$ cat src/rtl/st_port_arbiter.sv
// rtl/st_port_arbiter.sv - round-robin arbiter sharing one dcache write port among NUM_REQ store requesters
//
// Purpose:
//   Picks one requester round-robin, registers its addr/data/be, and presents
//   them to the dcache write port until mem_gnt_i. The grant is then returned
//   to the winner as a one-cycle req_gnt_o pulse, in the same cycle.
//
// Ports:
//   clk_i, rst_i      clock (rising edge), synchronous active-high reset
//   req_valid_i       per-requester request
//   req_addr_i        packed addresses, requester k at [k*ADDR_WIDTH +: ADDR_WIDTH]
//   req_data_i        packed store data
//   req_be_i          packed byte enables
//   req_gnt_o         one-cycle grant pulse to the winning requester
//   mem_req_o         request to the dcache write port
//   mem_addr_o        registered address
//   mem_data_o        registered data
//   mem_be_o          registered byte enables
//   mem_gnt_i         dcache grant; a transfer occurs on mem_req_o && mem_gnt_i
//   busy_o            high while a transfer is outstanding
//   owner_o           index of the current or last winner
//   err_o             sticky timeout flag (only with ST_ARB_TIMEOUT_EN)
//
// Optional feature:
//   ST_ARB_TIMEOUT_EN adds a watchdog. It abandons a request after
//   TIMEOUT_CYCLES ungranted cycles and sets err_o.

module st_port_arbiter #(
  parameter int NUM_REQ        = 2,
  parameter int ADDR_WIDTH     = 34,
  parameter int DATA_WIDTH     = 32,
  parameter int BE_WIDTH       = 4,
  parameter int TIMEOUT_CYCLES = 16
) (
  input  logic                             clk_i,
  input  logic                             rst_i,
  input  logic [NUM_REQ-1:0]               req_valid_i,
  input  logic [NUM_REQ*ADDR_WIDTH-1:0]    req_addr_i,
  input  logic [NUM_REQ*DATA_WIDTH-1:0]    req_data_i,
  input  logic [NUM_REQ*BE_WIDTH-1:0]      req_be_i,
  output logic [NUM_REQ-1:0]               req_gnt_o,
  output logic                             mem_req_o,
  output logic [ADDR_WIDTH-1:0]            mem_addr_o,
  output logic [DATA_WIDTH-1:0]            mem_data_o,
  output logic [BE_WIDTH-1:0]              mem_be_o,
  input  logic                             mem_gnt_i,
  output logic                             busy_o,
  output logic [$clog2(NUM_REQ)-1:0]       owner_o
`ifdef ST_ARB_TIMEOUT_EN
  ,
  output logic                             err_o
`endif
);

  localparam int IDX_W = $clog2(NUM_REQ);

  typedef enum logic {IDLE, REQ} state_e;

  state_e                  state_q, state_d;
  logic [IDX_W-1:0]        rr_ptr_q, rr_ptr_d;
  logic [IDX_W-1:0]        owner_q, owner_d;
  logic [ADDR_WIDTH-1:0]   addr_q, addr_d;
  logic [DATA_WIDTH-1:0]   data_q, data_d;
  logic [BE_WIDTH-1:0]     be_q, be_d;

  logic                    found;
  logic [IDX_W-1:0]        sel;
  logic [IDX_W-1:0]        cand;
  logic [IDX_W-1:0]        owner_next;

`ifdef ST_ARB_TIMEOUT_EN
  localparam int CNT_W = $clog2(TIMEOUT_CYCLES + 1);
  logic [CNT_W-1:0]        cnt_q, cnt_d;
  logic                    err_q, err_d;
`endif

  // Search from rr_ptr upward, wrapping, for the first valid requester.
  always_comb begin
    found = 1'b0;
    sel   = '0;
    cand  = '0;
    for (int i = 0; i < NUM_REQ; i++) begin
      cand = IDX_W'((int'(rr_ptr_q) + i) % NUM_REQ);
      if (!found && req_valid_i[cand]) begin
        found = 1'b1;
        sel   = cand;
      end
    end
  end

  // Explicit wrap keeps this correct for NUM_REQ that is not a power of two.
  assign owner_next = (owner_q == IDX_W'(NUM_REQ - 1)) ? '0 : owner_q + 1'b1;

  always_comb begin
    state_d   = state_q;
    rr_ptr_d  = rr_ptr_q;
    owner_d   = owner_q;
    addr_d    = addr_q;
    data_d    = data_q;
    be_d      = be_q;
    req_gnt_o = '0;
    mem_req_o = 1'b0;
    busy_o    = 1'b0;
`ifdef ST_ARB_TIMEOUT_EN
    cnt_d     = cnt_q;
    err_d     = err_q;
`endif
    case (state_q)
      IDLE: begin
        if (found) begin
          // Payload is captured here, so later requester changes cannot
          // disturb the transfer in flight.
          addr_d  = req_addr_i[int'(sel)*ADDR_WIDTH +: ADDR_WIDTH];
          data_d  = req_data_i[int'(sel)*DATA_WIDTH +: DATA_WIDTH];
          be_d    = req_be_i[int'(sel)*BE_WIDTH +: BE_WIDTH];
          owner_d = sel;
          state_d = REQ;
`ifdef ST_ARB_TIMEOUT_EN
          cnt_d   = '0;
`endif
        end
      end
      REQ: begin
        mem_req_o = 1'b1;
        busy_o    = 1'b1;
        if (mem_gnt_i) begin
          req_gnt_o[owner_q] = 1'b1;
          rr_ptr_d           = owner_next;
          state_d            = IDLE;
        end
`ifdef ST_ARB_TIMEOUT_EN
        else if (cnt_q == CNT_W'(TIMEOUT_CYCLES - 1)) begin
          // This is the last allowed ungranted cycle: give up and move on.
          err_d    = 1'b1;
          rr_ptr_d = owner_next;
          state_d  = IDLE;
        end else begin
          cnt_d = cnt_q + 1'b1;
        end
`endif
      end
      default: state_d = IDLE;
    endcase
  end

  always_ff @(posedge clk_i) begin
    if (rst_i) begin
      state_q  <= IDLE;
      rr_ptr_q <= '0;
      owner_q  <= '0;
      addr_q   <= '0;
      data_q   <= '0;
      be_q     <= '0;
`ifdef ST_ARB_TIMEOUT_EN
      cnt_q    <= '0;
      err_q    <= 1'b0;
`endif
    end else begin
      state_q  <= state_d;
      rr_ptr_q <= rr_ptr_d;
      owner_q  <= owner_d;
      addr_q   <= addr_d;
      data_q   <= data_d;
      be_q     <= be_d;
`ifdef ST_ARB_TIMEOUT_EN
      cnt_q    <= cnt_d;
      err_q    <= err_d;
`endif
    end
  end

  assign mem_addr_o = addr_q;
  assign mem_data_o = data_q;
  assign mem_be_o   = be_q;
  assign owner_o    = owner_q;
`ifdef ST_ARB_TIMEOUT_EN
  assign err_o      = err_q;
`endif

endmodule

$ cat config.mk
export PLATFORM = sky130hd
export DESIGN_NAME = st_port_arbiter
export DESIGN_NICKNAME = d
export VERILOG_FILES = /design/src/rtl/st_port_arbiter.sv
export SDC_FILE = /design/constraint.sdc
export NUM_CORES = 1
export LEC_CHECK = 0
export CAP_MARGIN = 20
export CORE_MARGIN = 5
export CORE_UTILIZATION = 40
export DETAILED_ROUTE_END_ITERATION = 6
export MAX_ROUTING_LAYER = met4
export PLACE_DENSITY = 0.95
export SYNTH_ARGS = -nofsm -noshare
export SYNTH_HDL_FRONTEND = slang
export SYNTH_SLANG_ARGS = --single-unit
$ cat constraint.sdc
create_clock -name clk_i -period 3.6 [get_ports clk_i]
set_input_delay 1.08 -clock clk_i [delete_from_list [all_inputs] [get_ports clk_i]]
set_output_delay 1.08 -clock clk_i [all_outputs]
set_load 0.02 [all_outputs]
# Word level (Yosys, flattened, before mapping)
# Cells that the tools add are included.
dict set report word_totals {
  regBits 73
  inputBits 145
  output_inout_bits 75
  wordCells 39
}
dict set report classes {
  addsub 2
  multipliers 1
  order_cmp 4
  n_shift 3
  n_mux 17
  n_bitwise 1
  reduce_logical 5
}
# operator n
set ops {}
lappend ops {{indexed part select 68 x 8 -> 34 bit} 1}
lappend ops {{indexed part select 64 x 7 -> 32 bit} 1}
lappend ops {{two-way mux 1 bit} 13}
lappend ops {{indexed part select 8 x 4 -> 4 bit} 1}
lappend ops {{< comparator 1 x 2 -> 1 bit, second input constant} 3}
lappend ops {{multiplier 1 x 5 -> 6 bit, second input constant} 1}
lappend ops {{two-way mux 2 bit} 2}
lappend ops {{AND reduction 2 bit} 2}
lappend ops {{adder 1 bit, second input constant} 2}
lappend ops {{logical AND 1 bit} 2}
lappend ops {{case mux 1 bit (2 select lines)} 1}
lappend ops {{demux 1 bit (select 1 bit)} 1}
lappend ops {{greater-or-equal comparator 1 bit, second input constant} 1}
lappend ops {{logical NOT 1 bit} 1}
lappend ops {{inverter 1 bit} 1}

# Logic depth before layout (Yosys ltp)
# Gate-level depths: netlist of run 1.
dict set report depth {
  word_depth 8
  depth_mapped 7
  depth_no_buf 3
}

# Worst setup path after synthesis of run 1
# OpenSTA, ideal clock, no wires.
dict set report synth_timing {
  path_type {input to output}
  start {input mem_gnt_i}
  end {output req_gnt_o[1]}
  arrival_time_ns 1.424
  required_time_ns 2.520
  path_slack_ns 1.096
  path_stages 2
  n_path_buf 0
  cell_sequence {nand2_1 > nor2_1}
}
dict set report synth_between {
  elab_chain_cells 2
}
# element line_no
set synth_lines {}
lappend synth_lines {{from (decl)} 46} ;# input logic mem_gnt_i,
lappend synth_lines {{two-way mux 2 bit} 126} ;# if (mem_gnt_i) begin
lappend synth_lines {{two-way mux 2 bit} 108} ;# case (state_q)
lappend synth_lines {{to (decl)} 41} ;# output logic [NUM_REQ-1:0] req_gnt_o,
# Every way passes these cells.

# Worst setup path after layout of run 1
dict set report layout_timing {
  start {input mem_gnt_i}
  end {output req_gnt_o[0]}
}
# The elaborated chain is that of the path after synthesis.

==> results.sh, run 1 <==
export IMPL_holdWs_ns=0.496
export IMPL_max_cap_viol_count=0
export IMPL_path_cells="clkdlybuf4s50_1 -> and3b_1 -> clkdlybuf4s50_1"
export IMPL_finClkSkew_ns=0.0123
export IMPL_ys_top_cells_by_count="dfxtp_1, nor2_1, nand3_1"
export IMPL_seq_area_frac_synth=0.408
export IMPL_cts_setup_buffers=0
export IMPL_critPathCaptureType="output port"
export IMPL_fin_setup_tns_ns=0
export IMPL_muxShareOfSynthArea=0
export IMPL_internal_power_mw=1.66
export IMPL_p_leak_nw=2.05
export IMPL_worst_path_largest_cell_delay_ns=0.62
export IMPL_power_density_nw_per_um2=404
export IMPL_setup_viol=0
export IMPL_wl_per_cell_um=18.2
export IMPL_pwr_share_seq=0.391
export IMPL_antennaDiodeCount=0
export IMPL_cts_buffers=9
export IMPL_cp_arrival_ns=2.37
export IMPL_ant_nets=0
export IMPL_layout_worst_path_cycle_share=0.960
export IMPL_ff_latch_area_sq_um=1460
export IMPL_synth_nets=568
export IMPL_die_h_um=105
export IMPL_postSynthCellCount=423
export IMPL_r2r_setup_slack_ns=2.02
export IMPL_clk_latency_ns=0.34
export IMPL_finalMaxSlewViolations=0
export IMPL_grt_ovfl_total=0
export IMPL_ys_warn_count=0
export IMPL_dieArea_sq_um=10900
export IMPL_ir_worst_vdd_v=0.000233
export IMPL_timing_rr_start="state_q$_SDFF_PP0_"
export IMPL_clkTransAtPathRegs_ns=0.07
export IMPL_synth_edff_count=0
export IMPL_cts_sinks=73
export IMPL_dp_hpwl_um=9260
export IMPL_hold_depth=2
export IMPL_grt_max_degree=104
export IMPL_synth_distinct_cells=23
export IMPL_critPathLaunch="mem_gnt_i"
export IMPL_switching_power_uw=734
export IMPL_ctsResizeCount=0
export IMPL_stdcell_area_sq_um=5920
export IMPL_synthTopCellsByArea="dfxtp_1, a311oi_1, nand3_1, a311oi_2, o21ai_0"
export IMPL_relSlewSlack=0.543
export IMPL_synth_most_common_cell="dfxtp_1"
export IMPL_synth_simple_area_share=0.184
export IMPL_final_util=0.678
export IMPL_synth_area_leader_cell="dfxtp_1"
export IMPL_grt_pass1_vias=4062
export IMPL_r2r_end="owner_o$_SDFFE_PP0P_"
export IMPL_cts_tree="done"
export IMPL_antenna_found_initial=0
export IMPL_synth_top_cell_area_share=0.408
export IMPL_route_detailed_drc=0
export IMPL_drt_first_iter_violations=204
export IMPL_dpl_cell_area_sq_um=5680
export IMPL_critical_path_slowest_cell="clkdlybuf4s50_1"
export IMPL_fp_dieW_um=105
export IMPL_swShare=0.307
export IMPL_multi_input_area_sq_um=1810
export IMPL_synth_top_family_by_area="compound AO/OA/AOI/OAI gates"
export IMPL_power_frac_comb=0.312
export IMPL_netlist_area_sq_um=3580
export IMPL_hp_class="reg2reg"
export IMPL_ys_ff_latch=73
export IMPL_core_sq_um=8720
export IMPL_ctsHtreeMaxLevel=3
export IMPL_area_growth_synth_to_final_pct=65.3
export IMPL_vias=4142
export IMPL_io_pins=220
export IMPL_drt_total_wl_um=13100
export IMPL_fin_cells=720
export IMPL_place_ws_ns=0.139
export IMPL_root_buffer="clkbuf_8"
export IMPL_start_util=0.410
export IMPL_rsz0062_at_grt="no"
export IMPL_syn_avg_cell_area_sq_um=8.46
export IMPL_worstPathMaxFanout=3
export IMPL_first_pass_iters=5
export IMPL_clock_power_share=0.297
export IMPL_status="finished, final reports clean"
export IMPL_r2r_cells=4
export IMPL_synthXorXnorAreaFrac=0
export IMPL_hold_viol_final=0
export IMPL_grt_first_pass_wirelength_um=20600
export IMPL_grt_usage=0.234
export IMPL_min_period_ns=3.45
export IMPL_whs_endpoint="mem_addr_o[15]$_SDFFE_PP0P_"
export IMPL_crit_type="in2out"
export IMPL_worstPathRequired_ns=2.52
export IMPL_fill_cells=693
export IMPL_crit_top_cell="clkdlybuf4s50_1"
export IMPL_async_reset_ff_frac=0
export IMPL_start_kind="primary input"
export IMPL_cts_buffer_depth=2
export IMPL_critPathBufInv=2
export IMPL_synth_main_ff_cell="dfxtp_1"
export IMPL_min_from="mem_addr_o[15]$_SDFFE_PP0P_"
export IMPL_max_freq_mhz=289
export IMPL_port_buffers=219
export IMPL_fin_ws_ns=0.146
export IMPL_synth_compound_area_frac=0.318
export IMPL_p_total_mw=2.39
export IMPL_row_count=34
export IMPL_tightest_slew_ns=0.685
export IMPL_place_congestion=0.808
export IMPL_cpLargestDelayFamily="buffers and inverters"
export IMPL_ctsHoldBuffers=0
export IMPL_post_drt_via_cell_ratio=5.75
export IMPL_drive_above_1_share=0.0899
export IMPL_dp_cells=703
export IMPL_synth_adder_area_share=0
export IMPL_nets=752
registers in the layout, indices dropped and copies added, names as in the netlist:
name,cells
mem_addr_o,34
mem_data_o,32
mem_be_o,4
owner_o,1
rr_ptr_q,1
state_q,1
cell type report:
cell class	instances	area share
well taps	108	0.0228
clock buffers	9	0.0209
repair buffers	229	0.386
clock inverters	7	0.0161
flip-flops and latches	73	0.247
multi-input cells	292	0.306
inverters	2	0.00127
cells by family after synthesis:
logic type / count (synthesis)
flops: 73
simple gates: 148
compound gates: 144
buf+inv: 58
worst max-delay path by stage:
stage | cells past startpoint | endpoint | slack [ns]
after floorplan | 2 | req_gnt_o[1] | 1.10
after detailed placement | 3 | req_gnt_o[0] | 0.14
after global routing | 4 | req_gnt_o[1] | 0.1
after global placement | 4 | req_gnt_o[1] | 0.16
final | 3 | req_gnt_o[0] | 0.15
after CTS | 3 | req_gnt_o[0] | 0.14
cell usage in the layout, fill, tap and decap left out, types with 8 or more instances in the layout:
| cell type | count |
|---|---|
| buf_4 | 8 |
| a311oi_2 | 23 |
| a311oi_1 | 47 |
| o21ai_0 | 60 |
| dfxtp_1 | 73 |
| nor2_1 | 72 |
| o21ai_1 | 10 |
| nand3_1 | 70 |
| clkdlybuf4s50_1 | 217 |
| clkbuf_8 | 9 |
layer usage:
layer,share of wire,routed length [um],up-vias,track usage
met1,0.40,5180,1951,0.275
met2,0.51,6660,215,0.398
met4,0.027,350,0,0.0868
met3,0.070,914,28,0.0432
met5,0,0,-,-
li1,-,-,1948,-
tightest hold or removal path: stages (launching register included):
cell	delay, ns
dfxtp_1	0.31
nor2_1	0.09
a311oi_1	0.05
power groups by stage:
stage / clock [mW] / sequential, mW / combinational (mW)
floorplan: 0 / 1.05 / 0.283
global placement: 0 / 0.948 / 0.721
detailed placement: 0 / 0.954 / 0.739
CTS: 0.721 / 0.936 / 0.744
global route: 0.759 / 0.946 / 0.794
finish: 0.709 / 0.935 / 0.746
No activity file was read; power rests on OpenSTA's default activity.
==> run 2, diff against run 1 <==
Settings changed: CAP_MARGIN 20 to 40, GPL_ROUTABILITY_DRIVEN set to 0.
==> results.sh, run 2 (synthesized netlist as in run 1, its figures left out) <==
export IMPL_ant_nets=0
export IMPL_vias=4106
export IMPL_drt_first_iter_violations=169
export IMPL_whs_endpoint="mem_addr_o[15]$_SDFFE_PP0P_"
export IMPL_busiest_layer="met2"
export IMPL_cts_buffer_depth=2
export IMPL_stdcell_area_sq_um=5890
export IMPL_p_leak_nw=2.04
export IMPL_path_cells="clkdlybuf4s50_1 -> and3b_1 -> clkdlybuf4s50_1"
export IMPL_grt_first_pass_wirelength_um=20700
export IMPL_nets=752
export IMPL_antennaDiodeCount=0
export IMPL_antenna_found_initial=0
export IMPL_timing_rr_start="state_q$_SDFF_PP0_"
export IMPL_route_detailed_drc=0
export IMPL_status="finished, final reports clean"
export IMPL_worstPathMaxFanout=3
export IMPL_met3_usage=0.0444
export IMPL_final_util=0.675
export IMPL_cp_arrival_ns=2.38
export IMPL_min_from="mem_addr_o[15]$_SDFFE_PP0P_"
export IMPL_dp_cells=704
export IMPL_r2r_setup_slack_ns=2.01
export IMPL_wl_per_cell_um=18.1
export IMPL_io_pins=220
export IMPL_ctsHtreeMaxLevel=3
export IMPL_grt_max_degree=104
export IMPL_crit_top_cell="clkdlybuf4s50_1"
export IMPL_port_buffers=219
export IMPL_dp_hpwl_um=9350
export IMPL_use_met2=0.404
export IMPL_relSlewSlack=0.560
export IMPL_tightest_slew_ns=0.660
export IMPL_max_cap_viol_count=0
export IMPL_start_kind="primary input"
export IMPL_r2r_end="mem_addr_o[2]$_SDFFE_PP0P_"
export IMPL_fp_dieW_um=105
export IMPL_cts_tree="done"
export IMPL_grt_usage=0.235
export IMPL_ff_latch_area_sq_um=1460
export IMPL_hold_viol_final=0
export IMPL_hp_class="reg2reg"
export IMPL_critical_path_slowest_cell="clkdlybuf4s50_1"
export IMPL_cts_sinks=73
export IMPL_dpl_cell_area_sq_um=5700
export IMPL_fill_cells=708
export IMPL_max_freq_mhz=289
export IMPL_rsz0062_at_grt="no"
export IMPL_fin_cells=720
export IMPL_root_buffer="clkbuf_8"
export IMPL_critPathBufInv=2
export IMPL_min_period_ns=3.46
export IMPL_cts_buffers=9
export IMPL_critPathCaptureType="output port"
export IMPL_crit_type="in2out"
export IMPL_start_util=0.410
export IMPL_setup_viol=0
export IMPL_layout_commonest_cell="clkdlybuf4s50_1"
export IMPL_grt_ovfl_total=0
export IMPL_finClkSkew_ns=0.0102
export IMPL_row_count=34
export IMPL_ir_worst_vdd_v=0.000203
export IMPL_worstPathRequired_ns=2.52
export IMPL_clk_latency_ns=0.33
export IMPL_ctsHoldBuffers=0
export IMPL_ctsResizeCount=0
export IMPL_grt_use_met1=0.266
export IMPL_fin_setup_tns_ns=0
export IMPL_r2r_cells=4
export IMPL_clkTransAtPathRegs_ns=0.07
export IMPL_post_drt_via_cell_ratio=5.70
export IMPL_cpLargestDelayFamily="buffers and inverters"
export IMPL_cts_setup_buffers=0
export IMPL_core_sq_um=8720
export IMPL_holdWs_ns=0.497
export IMPL_finalMaxSlewViolations=0
export IMPL_first_pass_iters=4
export IMPL_worst_path_largest_cell_delay_ns=0.62
export IMPL_drive_above_1_share=0.0850
export IMPL_final_cell_mix="clkdlybuf4s50_1, dfxtp_1, nor2_1"
export IMPL_die_h_um=105
export IMPL_layout_worst_path_cycle_share=0.962
export IMPL_multi_input_area_sq_um=1810
export IMPL_largest_register_ffs=34
export IMPL_area_growth_synth_to_final_pct=64.5
export IMPL_hold_depth=2
export IMPL_power_density_nw_per_um2=392
export IMPL_drt_total_wl_um=13000
export IMPL_grt_pass1_vias=4092
export IMPL_dieArea_sq_um=10900
## run 2: how the worst max path moves through the flow
stage / from / end / slack (ns) / depth (start not counted)
floorplan: mem_gnt_i / req_gnt_o[1] / 1.10 / 2
global placement: mem_gnt_i / req_gnt_o[1] / 0.16 / 4
detailed placement: mem_gnt_i / req_gnt_o[0] / 0.14 / 3
CTS: mem_gnt_i / req_gnt_o[0] / 0.14 / 3
global route: mem_gnt_i / req_gnt_o[1] / 0.1 / 4
finish: mem_gnt_i / req_gnt_o[0] / 0.14 / 3
## run 2: per-layer routing
metal / vias up / part of all wire
li1: 1944 / -
met1: 1948 / 0.39
met2: 184 / 0.51
met3: 30 / 0.072
met4: 0 / 0.030
met5: - / 0
## run 2: layout make-up
class,instances,area share
tap,108,0.0230
inverter,2,0.00128
clock buffer,13,0.0253
timing repair buffer,229,0.388
sequential,73,0.248
clock inverter,3,0.00680
multi-input combinational,292,0.308
## run 2: report_power, final
part	internal (mW)	switching, mW	total [mW]
Sequential	0.890	0.0452	0.935
Combinational	0.376	0.369	0.745
Clock	0.338	0.290	0.628
## run 2: per-stage QoR
| stage | worst slack, ns | power [mW] |
|---|---|---|
| final | 0.136 | 2.31 |
| after global routing | 0.0960 | 2.42 |
| after CTS | 0.139 | 2.33 |
| after detailed placement | 0.139 | 1.70 |
| after global placement | 0.161 | 1.67 |
| after floorplan | 1.10 | 1.33 |
## run 2: worst reg2reg max path, delay by kind of cell (launching register included)
kind / cells / cell delay (ns)
AO/OA/AOI/OAI: 2 / 0.57
AND/OR/NAND/NOR: 1 / 0.14
buffers and inverters: 1 / 0.37
flip-flops: 1 / 0.41
